### src/rtl/otter_tb_pkg.sv
// Shared definitions for the otter_mcu end-of-test signature dump logic.
//   sig_dump_state_t : controller state encoding
//   *_PTR / RESET_VEC: default tohost / signature-bound locations for compliance runs
package otter_tb_pkg;

   typedef enum logic [2:0] {
      IDLE,
      CHECK,
      READ,
      WAIT,
      SEND,
      DONE,
      ERR
   } sig_dump_state_t;

   localparam logic [31:0] TOHOST_PTR    = 32'h8000_0000;
   localparam logic [31:0] SIG_START_PTR = 32'h8000_0004;
   localparam logic [31:0] SIG_END_PTR   = 32'h8000_0008;
   localparam logic [31:0] RESET_VEC     = 32'h8000_1000;

endpackage

### src/rtl/tohost_snoop.sv
// tohost store detector and configuration capture.
//   clk_i, rst_i        : clock, synchronous active-high reset
//   arm_i               : detection enabled (controller idle)
//   dmem_*_i            : snooped core store port
//   tohost_addr_i       : address that ends the test
//   sig_start_i/end_i   : signature bounds, captured together with the tohost value
//   trigger_o           : qualified non-zero store to tohost this cycle
//   tohost_val_o        : captured store data
//   sig_start_o/end_o   : captured signature bounds
module tohost_snoop #(
   parameter int unsigned ADDR_W = 32
) (
   input  logic              clk_i,
   input  logic              rst_i,
   input  logic              arm_i,
   input  logic              dmem_w_en_i,
   input  logic [ADDR_W-1:0] dmem_addr_i,
   input  logic [ADDR_W-1:0] dmem_w_data_i,
   input  logic [ADDR_W-1:0] tohost_addr_i,
   input  logic [ADDR_W-1:0] sig_start_i,
   input  logic [ADDR_W-1:0] sig_end_i,
   output logic              trigger_o,
   output logic [ADDR_W-1:0] tohost_val_o,
   output logic [ADDR_W-1:0] sig_start_o,
   output logic [ADDR_W-1:0] sig_end_o
);

   logic [ADDR_W-1:0] tohost_val_q, tohost_val_d;
   logic [ADDR_W-1:0] sig_start_q, sig_start_d;
   logic [ADDR_W-1:0] sig_end_q, sig_end_d;

   // A zero store to tohost is a normal write, not an end-of-test marker.
   assign trigger_o = arm_i && dmem_w_en_i && (dmem_addr_i == tohost_addr_i) &&
                      (dmem_w_data_i != '0);

   always_comb begin
      tohost_val_d = tohost_val_q;
      sig_start_d  = sig_start_q;
      sig_end_d    = sig_end_q;
      if (trigger_o) begin
         tohost_val_d = dmem_w_data_i;
         sig_start_d  = sig_start_i;
         sig_end_d    = sig_end_i;
      end
   end

   always_ff @(posedge clk_i) begin
      if (rst_i) begin
         tohost_val_q <= '0;
         sig_start_q  <= '0;
         sig_end_q    <= '0;
      end else begin
         tohost_val_q <= tohost_val_d;
         sig_start_q  <= sig_start_d;
         sig_end_q    <= sig_end_d;
      end
   end

   assign tohost_val_o = tohost_val_q;
   assign sig_start_o  = sig_start_q;
   assign sig_end_o    = sig_end_q;

endmodule

### src/rtl/sig_dump_ctrl.sv
// End-of-test controller: halts the core on a non-zero tohost store, then streams the
// signature region [sig_start, sig_end) word by word over a valid/ready port.
//   clk, rst                          : clock, synchronous active-high reset
//   tohost_addr, sig_start/end_addr   : configuration, sampled at trigger
//   dmem_w_en/addr/w_data             : snooped core store port
//   mem_r_en, mem_addr, mem_r_data    : dump read port, data returns one cycle after mem_r_en
//   sig_valid/ready/data/last         : signature word stream
//   core_halt, tohost_val, done, range_err : status, sticky until reset
module sig_dump_ctrl
   import otter_tb_pkg::*;
#(
   parameter int unsigned MEM_EXP = 28,
   parameter int unsigned ADDR_W  = 32
) (
   input  logic              clk,
   input  logic              rst,
   input  logic [ADDR_W-1:0] tohost_addr,
   input  logic [ADDR_W-1:0] sig_start_addr,
   input  logic [ADDR_W-1:0] sig_end_addr,
   input  logic              dmem_w_en,
   input  logic [ADDR_W-1:0] dmem_addr,
   input  logic [ADDR_W-1:0] dmem_w_data,
   output logic              mem_r_en,
   output logic [ADDR_W-1:0] mem_addr,
   input  logic [ADDR_W-1:0] mem_r_data,
   output logic              sig_valid,
   input  logic              sig_ready,
   output logic [ADDR_W-1:0] sig_data,
   output logic              sig_last,
   output logic              core_halt,
   output logic [ADDR_W-1:0] tohost_val,
   output logic              done,
   output logic              range_err
);

   localparam int unsigned IDX_W = MEM_EXP - 2;
   localparam logic [IDX_W-1:0] IDX_ONE = IDX_W'(1);

   sig_dump_state_t   state_q, state_d;
   logic [IDX_W-1:0]  ptr_q, ptr_d;
   logic [ADDR_W-1:0] hold_q, hold_d;

   logic              trigger;
   logic [ADDR_W-1:0] sig_start_q, sig_end_q;
   logic [IDX_W-1:0]  start_idx, end_idx;
   logic              is_last;

   tohost_snoop #(
      .ADDR_W (ADDR_W)
   ) u_snoop (
      .clk_i         (clk),
      .rst_i         (rst),
      .arm_i         (state_q == IDLE),
      .dmem_w_en_i   (dmem_w_en),
      .dmem_addr_i   (dmem_addr),
      .dmem_w_data_i (dmem_w_data),
      .tohost_addr_i (tohost_addr),
      .sig_start_i   (sig_start_addr),
      .sig_end_i     (sig_end_addr),
      .trigger_o     (trigger),
      .tohost_val_o  (tohost_val),
      .sig_start_o   (sig_start_q),
      .sig_end_o     (sig_end_q)
   );

   // Word indices within the memory; bits above MEM_EXP alias the same words.
   assign start_idx = sig_start_q[MEM_EXP-1:2];
   assign end_idx   = sig_end_q[MEM_EXP-1:2];
   assign is_last   = (ptr_q == (end_idx - IDX_ONE));

   logic unused_cfg_bits;
   assign unused_cfg_bits = ^{sig_end_q[ADDR_W-1:MEM_EXP], sig_end_q[1:0], sig_start_q[1:0]};

   always_comb begin
      state_d   = state_q;
      ptr_d     = ptr_q;
      hold_d    = hold_q;
      mem_r_en  = 1'b0;
      mem_addr  = '0;
      sig_valid = 1'b0;
      sig_last  = 1'b0;
      unique case (state_q)
         IDLE: begin
            if (trigger) state_d = CHECK;
         end
         CHECK: begin
            // Empty or inverted range: report and never touch memory.
            if (end_idx <= start_idx) begin
               state_d = ERR;
            end else begin
               ptr_d   = start_idx;
               state_d = READ;
            end
         end
         READ: begin
            mem_r_en = 1'b1;
            mem_addr = {sig_start_q[ADDR_W-1:MEM_EXP], ptr_q, 2'b00};
            state_d  = WAIT;
         end
         WAIT: begin
            hold_d  = mem_r_data;
            state_d = SEND;
         end
         SEND: begin
            sig_valid = 1'b1;
            sig_last  = is_last;
            if (sig_ready) begin
               if (is_last) begin
                  state_d = DONE;
               end else begin
                  ptr_d   = ptr_q + IDX_ONE;
                  state_d = READ;
               end
            end
         end
         DONE, ERR: begin
            state_d = state_q;
         end
         default: state_d = IDLE;
      endcase
   end

   always_ff @(posedge clk) begin
      if (rst) begin
         state_q <= IDLE;
         ptr_q   <= '0;
         hold_q  <= '0;
      end else begin
         state_q <= state_d;
         ptr_q   <= ptr_d;
         hold_q  <= hold_d;
      end
   end

   assign sig_data  = hold_q;
   assign core_halt = (state_q != IDLE);
   assign done      = (state_q == DONE) || (state_q == ERR);
   assign range_err = (state_q == ERR);

endmodule

### config.mk
export PLATFORM = sky130hd
export DESIGN_NAME = sig_dump_ctrl
export DESIGN_NICKNAME = d
export VERILOG_FILES = /design/src/rtl/otter_tb_pkg.sv /design/src/rtl/tohost_snoop.sv /design/src/rtl/sig_dump_ctrl.sv
export SDC_FILE = /design/constraint.sdc
export NUM_CORES = 1
export LEC_CHECK = 0
export CORE_MARGIN = 4
export CORE_UTILIZATION = 42
export CTS_BUF_LIST = sky130_fd_sc_hd__clkbuf_4
export DETAILED_ROUTE_END_ITERATION = 10
export PLACE_DENSITY = 0.78
export SYNTH_ARGS = -nofsm -noshare
export SYNTH_HDL_FRONTEND = slang
export SYNTH_SLANG_ARGS = --single-unit
### constraint.sdc
create_clock -name clk -period 3.5 [get_ports clk]
set_clock_uncertainty 0.2 [all_clocks]
set_input_delay 0.7 -clock clk [delete_from_list [all_inputs] [get_ports clk]]
set_output_delay 0.7 -clock clk [all_outputs]
set_load 0.01 [all_outputs]
### Yosys cells after proc, flatten, opt, wreduce, memory -nomap -nowiden

Cells that the tools add are included.

* bits in registers: 153
* memories: 0
* memory bits (read-only): 0
* RAM bits: 0
* latch bits: 0

* equal/unequal tests: 12
* reduce and logical (&&, ||, !) cells: 11
* bitwise operators: 1
* add/sub/neg operators: 2
* mux-type cells: 13
* div/mod/pow operators: 0
* shift operators: 0
* multiply operators: 0
* $lt $le $gt $ge: 1

Operator list (count)
* $mux 26: 3
* $pmux 26 s2: 1
* $eq 32x32->1: 1
* $mux 32: 1
* $reduce_bool 32->1: 1
* $add 26x1->26 const B: 1
* $eq 26x26->1: 1
* $le 26x26->1: 1
* $sub 26x1->26 const B: 1
* $pmux 3 s6: 1
* $mux 3: 4
* $eq 3x3->1 const B: 3
* $ne 2x2->1 const B: 4
* $eq 3x2->1 const B: 2
* $reduce_and 4->1: 1
* $eq 3x1->1 const B: 1
* $logic_and 1x1->1: 3
* $logic_not 3->1: 1
* $mux 1: 3
* $reduce_and 3->1: 1
* $reduce_bool 3->1: 1
* $reduce_bool 2->1: 1
* $reduce_or 2->1: 1
* $logic_or 1x1->1: 1
* $not 1->1: 1

### Depth between registers and ports, before layout

Gate-level depths: netlist of the first run.

* depth in word-level cells: 6
* gate-level depth with buffers: 15
* depth with buffers taken out: 12

### Cells and area by module

Synthesis of the first run repeated with hierarchy kept, for this count alone.

* cell total of the unflattened synthesis: 1197
* area total of the unflattened synthesis: 9397.8 µm²

Modules (own cells, without submodules)
* sig_dump_ctrl: area each 4855.9 µm², times used 1, cells each 681
* tohost_snoop: area each 4541.9 µm², times used 1, cells each 516

### Least setup slack after synthesis of the first run

Ideal clock, no wire load.

* kind: reg2out
* start: reg u_snoop.sig_end_q[2] (netlist: u_snoop.sig_end_o[2])
* end: out sig_last
* cell stages (with the launch flop): 13
* data required time: 2.600 ns
* buffers on the path: 2
* arrival time: 2.654 ns
* path slack: -0.054 ns
* cells stage by stage: dfxtp_1 -> clkbuf_1 -> inv_1 -> ha_1 -> clkbuf_1 -> nor2_1 -> nor2_1 -> a221oi_1 -> o21ai_0 -> nor4_1 -> nand3_1 -> or4_1 -> nor2_1

* word-level cells in the longest chain between the ends: 3

Ends and longest elaborated chain
* start, declared: line tohost_snoop.sv:30 `logic [ADDR_W-1:0] sig_end_q, sig_end_d;`
* start signal, assigned: line tohost_snoop.sv:55 `sig_end_q <= sig_end_d;`
* $sub 26x1->26: line sig_dump_ctrl.sv:69 `assign is_last = (ptr_q == (end_idx - IDX_ONE));`
* $eq 26x26->1: line sig_dump_ctrl.sv:69
* $mux 1: line sig_dump_ctrl.sv:82 `unique case (state_q)`
* end, declared: line sig_dump_ctrl.sv:29 `output logic sig_last,`

Every way passes these cells.

### Worst setup path after layout of the first run

* start: reg u_snoop.sig_end_q[4] (netlist: u_snoop.sig_end_o[4])
* end: out sig_last

Same word-level chain as after synthesis.

==> impl_metrics.yaml, run 1 <==
floorplanning:
  pin_count: 298
  dieArea_sq_um: 21900
  start_util_pct: 43.28
  dieHeight_um: 148.0
  rows: 50
  placeableCoreArea_sq_um: 19020
  die_x_um: 148.0
setup_path:
  reg2regPathDepth: 15
  crit_start: "u_snoop.sig_end_o[4]$_SDFFE_PP0P_"
  cp_slowest_stage_delay_ns: 0.57
  crit_type: "reg2out"
  r2r_start: "u_snoop.sig_end_o[4]$_SDFFE_PP0P_"
  path_delay_family: "simple AND/OR/NAND/NOR gates"
  slowest_stage: "or4_4"
  crit_path_start_kind: "flop"
  crit_cells: 11
  required_ns: 2.60
  endpoint: "sig_last"
  cp.arrival_ns: 3.09
  cp_cell_sequence: "nor4_4, buf_2, nand3_4, buf_6, xnor2_1, a21oi_1, o32ai_2, nand2b_1, or4_4, nor2_2, buf_2"
  cp_common_cell: "buf_2"
  cp_max_fo: 4
  worst-path-buf-inv: 3
  worstSetupEndpointType: "output pin"
  reg2reg_slack_ns: 0.01
  worstReg2RegEnd: "ptr_q[23]$_SDFFE_PP0P_"
routing:
  vias_per_cell: 5.383
  num_vias: 8791
  wl_um: 29880
  dr.pass1.iters: 7
  ant_nets: 0
  wl_per_cell_um: 18.30
  drc_errors: 0
  drt_iter0_drc: 571
power_and_ir_drop:
  peakVddDrop_mv: 0.2263
  switching_power_uw: 880.3
  p_leak_nw: 4.655
  p_int_mw: 2.303
  pwr-share-clk_pct: 37.3
  pwr-share-comb_pct: 9.4
  swShare_pct: 27.65
  seqPwrFrac_pct: 53.3
  p_per_area_nw_per_um2: 252.1
timing:
  slew_headroom_pct: 26.47
  hold_viol: 0
  rsz0062_at_grt: "yes"
  report.final.slew_viol_count: 0
  holdWs_ns: 0.2623
  fmax_mhz: 250.4
  period_share_pct: 114.1
  fin_setup_tns_ns: -0.9987
  worst_slew_pin_slew_ns: 1.100
  final.min_clock_period_ns: 3.994
  setup_viol: 14
  worst_slack_ns: -0.4943
global_routing:
  track_usage_pct: 26.04
  first_global_vias: 8715
  grt_remaining_overflow: 0
  antenna_found_initial: 3
  grt_max_degree: 85
  grt_pass1_wl_um: 45600
flow_run:
  cap_viol_max_count: 0
placement:
  portBuffers: 287
  post-place-cells: 1582
  routabilityCongestion: 0.9063
  dpl.hpwl_um: 22400
clocking:
  cts_buffer_depth: 2
  clkTransAtPathRegs_ns: 0.15
  cts_tree: "yes"
  numCtsBuffers: 17
  cts_sinks: 149
  htree_levels: 4
  ctsRootBufferMaster: "clkbuf_4"
  clock_latency_ns: 0.60
synthesis:
  ys_types: 61
  syn_area_per_cell_sq_um: 8.149
  yosysTopAreaCellShare_pct: 36.24
  yosysTopAreaCell: "dfxtp_1"
  netlist_top_cells_count: "149 x dfxtp_1, 133 x nor2_1, 105 x nand2_1, 90 x mux2i_1, 83 x a21oi_1"
  async_flop_share_pct: 0
  ys_warn_count: 0
  netlist_area_sq_um: 8230
  syn_inst: 1010
  synth_seq_cells: 149
  post_synth_main_area_contributors: "dfxtp_1 36%, mux2i_1 11%, nor2_1 6.1%"
  ys_seq_area_share_pct: 36.24
  synthMostInstantiatedCell: "dfxtp_1"
  synth_edf_count: 0
  ys.flop_type: "dfxtp_1"
run_status:
  status: "complete, but fails checks"
  violations: "setup timing"
cells_and_area:
  layout.cells.non_filler: 1633
  multiInputGateArea_sq_um: 5014
  fillers: 1563
  drive_above_1_share_pct: 13.93
  area_delta_synth_final_pct: 53.41
  layout.nets: 1582
  seq_area_sq_um: 2992
hold_path:
  hold_path_class: "reg2reg"
## worst min-delay path: cells and delay by family, from the launching register on
kind	cells	cell delay, ns
and+or+nand+nor	1	0.05
DFF	1	0.33
AOI/OAI and AO/OA	1	0.05
## placed cells by master (no fill, tap or decap), types with 6 or more instances in the layout
cell | netlist | routed
a21o_1 | 9 | 9
a21oi_1 | 83 | 82
a31oi_1 | 7 | 7
and2_1 | 33 | 33
and3_1 | 8 | 7
buf_12 | 0 | 6
buf_4 | 3 | 96
clkbuf_4 | 0 | 17
clkdlybuf4s50_1 | 0 | 285
dfxtp_1 | 149 | 142
dfxtp_2 | 0 | 7
ha_1 | 28 | 27
inv_1 | 34 | 33
inv_8 | 0 | 6
mux2i_1 | 90 | 90
nand2_1 | 105 | 104
nand3_1 | 21 | 20
nand4_1 | 17 | 17
nor2_1 | 133 | 130
nor3_1 | 29 | 27
nor4_1 | 29 | 22
nor4_2 | 0 | 6
o21ai_0 | 15 | 11
o32ai_1 | 15 | 13
xnor2_1 | 28 | 26
xor2_1 | 39 | 39
## worst min-delay path by stage
| stage | startpoint | slack [ns] | end | depth (start not counted) |
|---|---|---|---|---|
| 4_1_cts | sig_data[27]$_SDFFE_PP0P_ | 0.26 | sig_data[27]$_SDFFE_PP0P_ | 2 |
| 6_report | sig_data[27]$_SDFFE_PP0P_ | 0.26 | sig_data[27]$_SDFFE_PP0P_ | 2 |
| 2_1_floorplan | u_snoop.sig_start_o[28]$_SDFFE_PP0P_ | 0.25 | u_snoop.sig_start_o[28]$_SDFFE_PP0P_ | 2 |
| 5_1_grt | sig_data[18]$_SDFFE_PP0P_ | 0.28 | sig_data[18]$_SDFFE_PP0P_ | 2 |
| 3_5_place_dp | sig_data[27]$_SDFFE_PP0P_ | 0.25 | sig_data[27]$_SDFFE_PP0P_ | 2 |
| 3_3_place_gp | sig_data[5]$_SDFFE_PP0P_ | 0.24 | sig_data[5]$_SDFFE_PP0P_ | 2 |
## power groups by stage
stage | sequential [mW] | combinational (mW) | clock [mW]
5_1_grt | 1.70 | 0.319 | 1.28
3_5_place_dp | 1.73 | 0.300 | 0
2_1_floorplan | 1.73 | 0.0593 | 0
3_3_place_gp | 1.73 | 0.298 | 0
4_1_cts | 1.70 | 0.301 | 1.22
6_report | 1.70 | 0.301 | 1.19
## sequential cells by signal, indices dropped and copies added, names as in the netlist
| signal | cells |
|---|---|
| sig_data | 32 |
| u_snoop.tohost_val_o | 32 |
| ptr_q | 26 |
| u_snoop.sig_end_o | 26 |
| state_q | 3 |
| u_snoop.sig_start_o | 30 |
## repair_timing
action                                  CTS  global route
hold endpoints to repair                  0             0
gates resized for setup                  38            16
hold buffers                              0             0
pin swaps                                16             8
endpoints found under the setup margin   42            55
gates cloned                              1             3
buffers inserted                          7             6
## metal layers
metal	global-route usage, %	wire [um]	vias to the layer above
met5	0	19	-
met4	9.053	887	4
met3	8.308	2514	64
met2	46.02	15140	381
met1	29.57	11320	4126
li1	-	-	4216
## per-stage QoR
stage                     worst slack [ns]  utilization (%)  area (sq um)  total power, mW
after floorplan                    0.05076                -          8235            1.793
after global placement             -0.5243            62.60         11910            2.031
after detailed placement           -0.5512            62.60         11910            2.033
after CTS                          -0.4969            65.22         12400            3.216
after global routing               -0.6553            66.38         12620            3.301
final                              -0.4943            66.39         12630            3.184
## layout make-up
type                            instances  area share (%)
Multi-Input combinational cell        757           39.71
Timing Repair Buffer                  398           30.49
Sequential cell                       149           23.69
Tap cell                              260           2.577
Clock inverter                         15           1.437
Inverter                               35           1.041
Clock buffer                           17           1.011
Antenna cell                            2         0.03964
## logic make-up after synthesis
group | synth area share (%)
AO/OA/AOI/OAI | 12.37
multiplexers | 10.95
other | 0.04556
flip-flops | 36.24
AND/OR/NAND/NOR | 23.90
adder cells (fa/ha/maj) | 4.257
buffers and inverters | 5.108
XOR/XNOR | 7.130
No activity file was read; power rests on OpenSTA's default activity.
==> run 2: changes to the inputs <==
--- a/config.mk
+++ b/config.mk
@@ -5,6 +5,7 @@
 export SDC_FILE = /design/constraint.sdc
 export NUM_CORES = 1
 export LEC_CHECK = 0
+export CORE_ASPECT_RATIO = 0.5
 export CORE_MARGIN = 4
 export CORE_UTILIZATION = 42
 export CTS_BUF_LIST = sky130_fd_sc_hd__clkbuf_4
==> impl_metrics.yaml, run 2 (synthesized netlist as in run 1, its figures left out) <==
run_status:
  status: "complete, but fails checks"
  violations: "setup timing"
flow_run:
  cap_viol_max_count: 0
power_and_ir_drop:
  p_leak_nw: 4.652
  swShare_pct: 28.24
  peakVddDrop_mv: 0.2332
  pwr-share-clk_pct: 35.8
  p_int_mw: 2.233
  switching_power_uw: 878.8
  p_per_area_nw_per_um2: 244.2
  seqPwrFrac_pct: 54.5
  pwr-share-comb_pct: 9.7
routing:
  dr.pass1.iters: 5
  drt_iter0_drc: 572
  vias_per_cell: 5.406
  wl_um: 29860
  num_vias: 8785
  ant_nets: 0
  wl_per_cell_um: 18.38
  drc_errors: 0
timing:
  report.final.slew_viol_count: 0
  slew_headroom_pct: 23.86
  final.min_clock_period_ns: 4.045
  setup_viol: 3
  worst_slack_ns: -0.5449
  worst_slew_pin_slew_ns: 1.142
  fmax_mhz: 247.2
  period_share_pct: 115.6
  rsz0062_at_grt: "yes"
  fin_setup_tns_ns: -0.5591
  hold_viol: 0
cells_and_area:
  seq_area_sq_um: 2994
  layout.nets: 1576
  drive_above_1_share_pct: 15.16
  area_delta_synth_final_pct: 54.83
  fillers: 1561
  final_common_cell: "clkdlybuf4s50_1"
  multiInputGateArea_sq_um: 5179
  stdcell_area_sq_um: 12740
  mostFrequentLayoutCells: "285 x clkdlybuf4s50_1, 142 x dfxtp_1, 129 x nor2_1"
setup_path:
  endpoint: "sig_last"
  cp_max_fo: 4
  worstReg2RegEnd: "ptr_q[23]$_SDFFE_PP0P_"
  r2r_start: "u_snoop.sig_end_o[15]$_SDFFE_PP0P_"
  reg2reg_slack_ns: -0.01
  crit_type: "reg2out"
  reg2regPathDepth: 14
  cp.arrival_ns: 3.14
  required_ns: 2.60
  crit_start: "u_snoop.sig_end_o[2]$_SDFFE_PP0P_"
  crit_path_start_kind: "flop"
  worstSetupEndpointType: "output pin"
clocking:
  cts_tree: "yes"
  ctsRootBufferMaster: "clkbuf_4"
  clkTransAtPathRegs_ns: 0.15
  cts_buffer_depth: 2
  numCtsBuffers: 17
  clock_latency_ns: 0.58
  hold_buffers: 0
  cts_sinks: 149
  htree_levels: 4
placement:
  routabilityCongestion: 0.8823
  placed_area_sq_um: 11910
  dpl.hpwl_um: 21870
  portBuffers: 287
global_routing:
  grt_max_degree: 144
  track_usage_pct: 25.68
  first_global_vias: 8714
  grt_remaining_overflow: 0
  antenna_found_initial: 1
  grt_pass1_wl_um: 45200
floorplanning:
  dieArea_sq_um: 22040
  dieHeight_um: 107.0
  rows: 35
  start_util_pct: 43.71
  die_x_um: 206.0
  placeableCoreArea_sq_um: 18830
  pin_count: 298
hold_path:
  hold_path_class: "reg2reg"
run 2: cell count changes in the layout (fill, tap and decap cells not counted), moves of 3 or more:
cell,change
buf_4,-13
buf_6,+8
a21oi_2,+10
o32ai_2,+11
inv_6,+3
o21ai_1,-3
o32ai_1,-11
a21oi_1,-13
a21oi_4,+3
run 2: layout make-up:
| cell class | count | area share [%] |
|---|---|---|
| multi-input cells | 757 | 40.64 |
| repair buffers | 392 | 30.05 |
| flip-flops and latches | 149 | 23.50 |
| well taps | 259 | 2.543 |
| clock inverters | 15 | 1.217 |
| inverters | 35 | 1.031 |
| clock buffers | 17 | 1.001 |
| diodes | 1 | 0.01964 |
run 2: worst min-delay path by stage:
stage | cells past startpoint | slack (ns) | from | to
floorplan | 2 | 0.25 | u_snoop.sig_start_o[28]$_SDFFE_PP0P_ | u_snoop.sig_start_o[28]$_SDFFE_PP0P_
global placement | 2 | 0.24 | sig_data[8]$_SDFFE_PP0P_ | sig_data[8]$_SDFFE_PP0P_
detailed placement | 2 | 0.25 | sig_data[15]$_SDFFE_PP0P_ | sig_data[15]$_SDFFE_PP0P_
CTS | 2 | 0.27 | sig_data[26]$_SDFFE_PP0P_ | sig_data[26]$_SDFFE_PP0P_
global route | 2 | 0.29 | sig_data[26]$_SDFFE_PP0P_ | sig_data[26]$_SDFFE_PP0P_
finish | 2 | 0.27 | sig_data[22]$_SDFFE_PP0P_ | sig_data[22]$_SDFFE_PP0P_
run 2: power groups by stage:
stage	Combinational (mW)	Clock [mW]	Sequential (mW)
after floorplan	0.0593	0	1.73
after global placement	0.296	0	1.73
after detailed placement	0.300	0	1.73
after CTS	0.301	1.15	1.70
after global routing	0.321	1.22	1.70
final	0.302	1.11	1.70
run 2: worst max-delay path, stage by stage, from the launching register on:
cell,delay (ns)
dfxtp_2,0.36
inv_1,0.05
ha_2,0.21
buf_4,0.15
xnor2_1,0.12
a221oi_1,0.39
o21ai_1,0.14
nor4_1,0.31
nand3_1,0.12
or4_4,0.51
nor2_1,0.10
buf_2,0.13
run 2: through the flow:
stage          power [mW]  util (%)  hold WS, ns  instances  worst slack [ns]
6_report            3.112     67.67       0.2665       1625           -0.5449
5_1_grt             3.242     67.67       0.2874       1625           -0.6759
4_1_cts             3.143     65.38       0.2676       1617           -0.5356
3_5_place_dp        2.033     63.24       0.2489       1582           -0.5123
3_3_place_gp        2.029     63.24       0.2415       1582           -0.5330
2_1_floorplan       1.793         -       0.2515       1011           0.05076
run 2: layer usage:
metal / share of wire (%) / track usage, %
met3: 6.7 / 5.440
met5: 0 / 0
met1: 41 / 32.16
met2: 50 / 44.60
met4: 2.2 / 7.780
run 2: timing repair:
action	in CTS	in global routing
setup buffers	2	5
hold endpoints to repair	0	0
setup endpoints to repair	27	56
cloned	1	2
gates resized for setup	23	74
pin swaps	7	25
==> RTL edit, RTL diff (settings of run 1) <==
The 7 states of `sig_dump_state_t` get a one-hot encoding in 7 bits.
--- a/src/rtl/otter_tb_pkg.sv
+++ b/src/rtl/otter_tb_pkg.sv
@@ -5,10 +5,10 @@
 
-   typedef enum logic [2:0] {
-      IDLE,
-      CHECK,
-      READ,
-      WAIT,
-      SEND,
-      DONE,
-      ERR
+   typedef enum logic [6:0] {
+      IDLE  = 7'b0000001,
+      CHECK = 7'b0000010,
+      READ  = 7'b0000100,
+      WAIT  = 7'b0001000,
+      SEND  = 7'b0010000,
+      DONE  = 7'b0100000,
+      ERR   = 7'b1000000
    } sig_dump_state_t;
Behaviour: same outputs for any inputs over 4 cycles, from zero or initial values and one cycle with rst high; so few cycles prove little.
==> RTL edit against run 1 <==
  * The run still ends with negative setup slack left
  * Critical endpoint unchanged
  * Synthesized cell count is 5.1% higher
  * Total power is 3.3% higher
  * Wire length is 0.96% higher
  * Design area is 2.4% higher
  * Synthesized area is 5.1% higher
  * Worst hold slack better by 0.53 ps
  * Setup slack worse by 100 ps
  * Global-route usage is 0.49 points lower
  * Combinational power is 3% higher
  * Sequential cell count is 4 higher
  * First-iteration DRC count is 18% higher
==> RTL edit: results (changes against run 1) <==
Cells and area
  • NumNets Final: 1,632 (+3.2%)
  • Layout cells sized above 1: 0.1260 (-0.01335)

Timing
  • Max-slew headroom: 0.5356 (+0.2708)
  • Final hold slack: 262.8 ps (+0.5320 ps)
  • TNS Setup: -598.0 ps (+400.7 ps)
  • Final count of negative-setup-slack endpoints: 1 (-13)
  • Setup ws final: -598.0 ps (-103.8 ps)

Clocking
  • Worst-Skew Late Latency: 560 ps (-40 ps)
  • CTS root buf: clkbuf_4
  • Clk slew on worst S/H paths: about 140 ps
  • CTS H-tree lvls: 4 (unchanged)

Setup path
  • Crit Reg-Reg Endpoint: state_q[5]$_SDFFE_PP0P_
  • Flop-to-flop setup slack: 160 ps (+150 ps)
  • Crit-path max FO: 2 (-2)
  • Crit. Startpoint: u_snoop.sig_end_o[10]$_SDFFE_PP0P_
  • Worst Reg-to-Reg Cells: 9 (-6)

Placement
  • Pre-CTS WS: -621.2 ps (-69.97 ps)
  • Placer Congestion: 0.9207 (+1.6%)
  • Placed instance count: 1,653 (+4.5%)
  • Placed Area: 0.01241 mm^2 (+4.3%)
  • Dpl hpwl: 23,500 um (+4.9%)

Routing
  • Detailed router's first-iteration violation count: 672 (+18%)
  • DRT Pass-1 Iters: 6 (-1)
  • Final wirelength: 30,170 um (+0.96%)
  • Vias after detailed routing: 9,200 (+4.7%)
  • Avg WL per Cell: 17.81 um (-2.7%)

Power
  • Final Total Pwr: 3.289 mW (+3.3%)
  • Internal: 2.472 mW (+7.3%)
  • Maximum VDD drop: 199.3 uV (-12%)
  • Comb. pwr: 310 uW (+3%)
  • Power share of the clock group: 0.376 (+0.003)
  • Leakage dissipation: 4.841 nW (+4.0%)

Global route
  • First-pass GRT wire length: 45,830 um (+0.50%)
  • Global Route Usage Sum: 0.2555 (-0.004920)
  • Vias in the first global route: 8,751 (+0.41%)
  • Largest net degree at the start of global routing: 150 (+76%)

Synthesis
  • Main combinational cell family by area after synthesis: simple AND/OR/NAND/NOR gates
  • Post-synthesis adder-cell area fraction: 0.04050 (-0.002069)
  • Ranking of synthesized cells by area: dfxtp_1 35%, mux2i_1 10%, nor2_1 5.8%
  • Synth top cells by count: 153 x dfxtp_1, 134 x nor2_1, 108 x nand2_1, 90 x mux2i_1, 82 x a21oi_1
  • Post-synthesis mux area share: 0.1041 (-0.005319)
  • Post-synthesis sequential area ratio: 0.3541 (-0.008356)
  • XOR/XNOR share of the synthesized area: 0.06378 (-0.007515)
  • Synth cell types: 63 (+3.3%)
  • Syn_area_per_cell: 8.146 um^2 (about the same)
  • Post-synthesis compound-gate area fraction: 0.1393 (+0.01554)
  • Yosys warning count: 0 (unchanged)

Min path
  • Hold Path Origin: sig_data[18]$_SDFFE_PP0P_
  • Hold EP: sig_data[18]$_SDFFE_PP0P_
  • Hold depth: 2 (unchanged)

Status
  • Failing checks: negative setup slack
  • Status: finished, violations left
## RTL edit: worst max-delay path: stages (launching register included)
cell and delay [ps]:
dfxtp_2 360, buf_6 120, nor4_4 330, nand4_4 130
or4_1 410, and3_1 190, a211o_1 290, or4_4 590
nor2_4 100, buf_6 120
## RTL edit: final cells by class
| cell class | instances | area, um^2 |
|---|---|---|
| Antenna cell | 3 | 7.507 |
| Timing Repair Buffer | 398 | 3781 |
| Clock buffer | 18 | 135.1 |
| Sequential cell | 153 | 3072 |
| Multi-Input combinational cell | 800 | 5266 |
| Fill cell | 1693 | 7308 |
| Tap cell | 270 | 337.8 |
| Inverter | 38 | 142.6 |
| Clock inverter | 14 | 183.9 |
## RTL edit: repair_timing
item / CTS / global route
setup endpoints to repair: 1 / 53
cloned: 0 / 0
pin swaps: 15 / 7
resized for setup: 22 / 21
setup buffers: 4 / 2
## RTL edit: metal layers
layer  wire length [um]  global-route usage
met2              15290              0.4501
met5                  0                   0
met1              11600              0.3076
met3               2365             0.05919
met4                918             0.08221
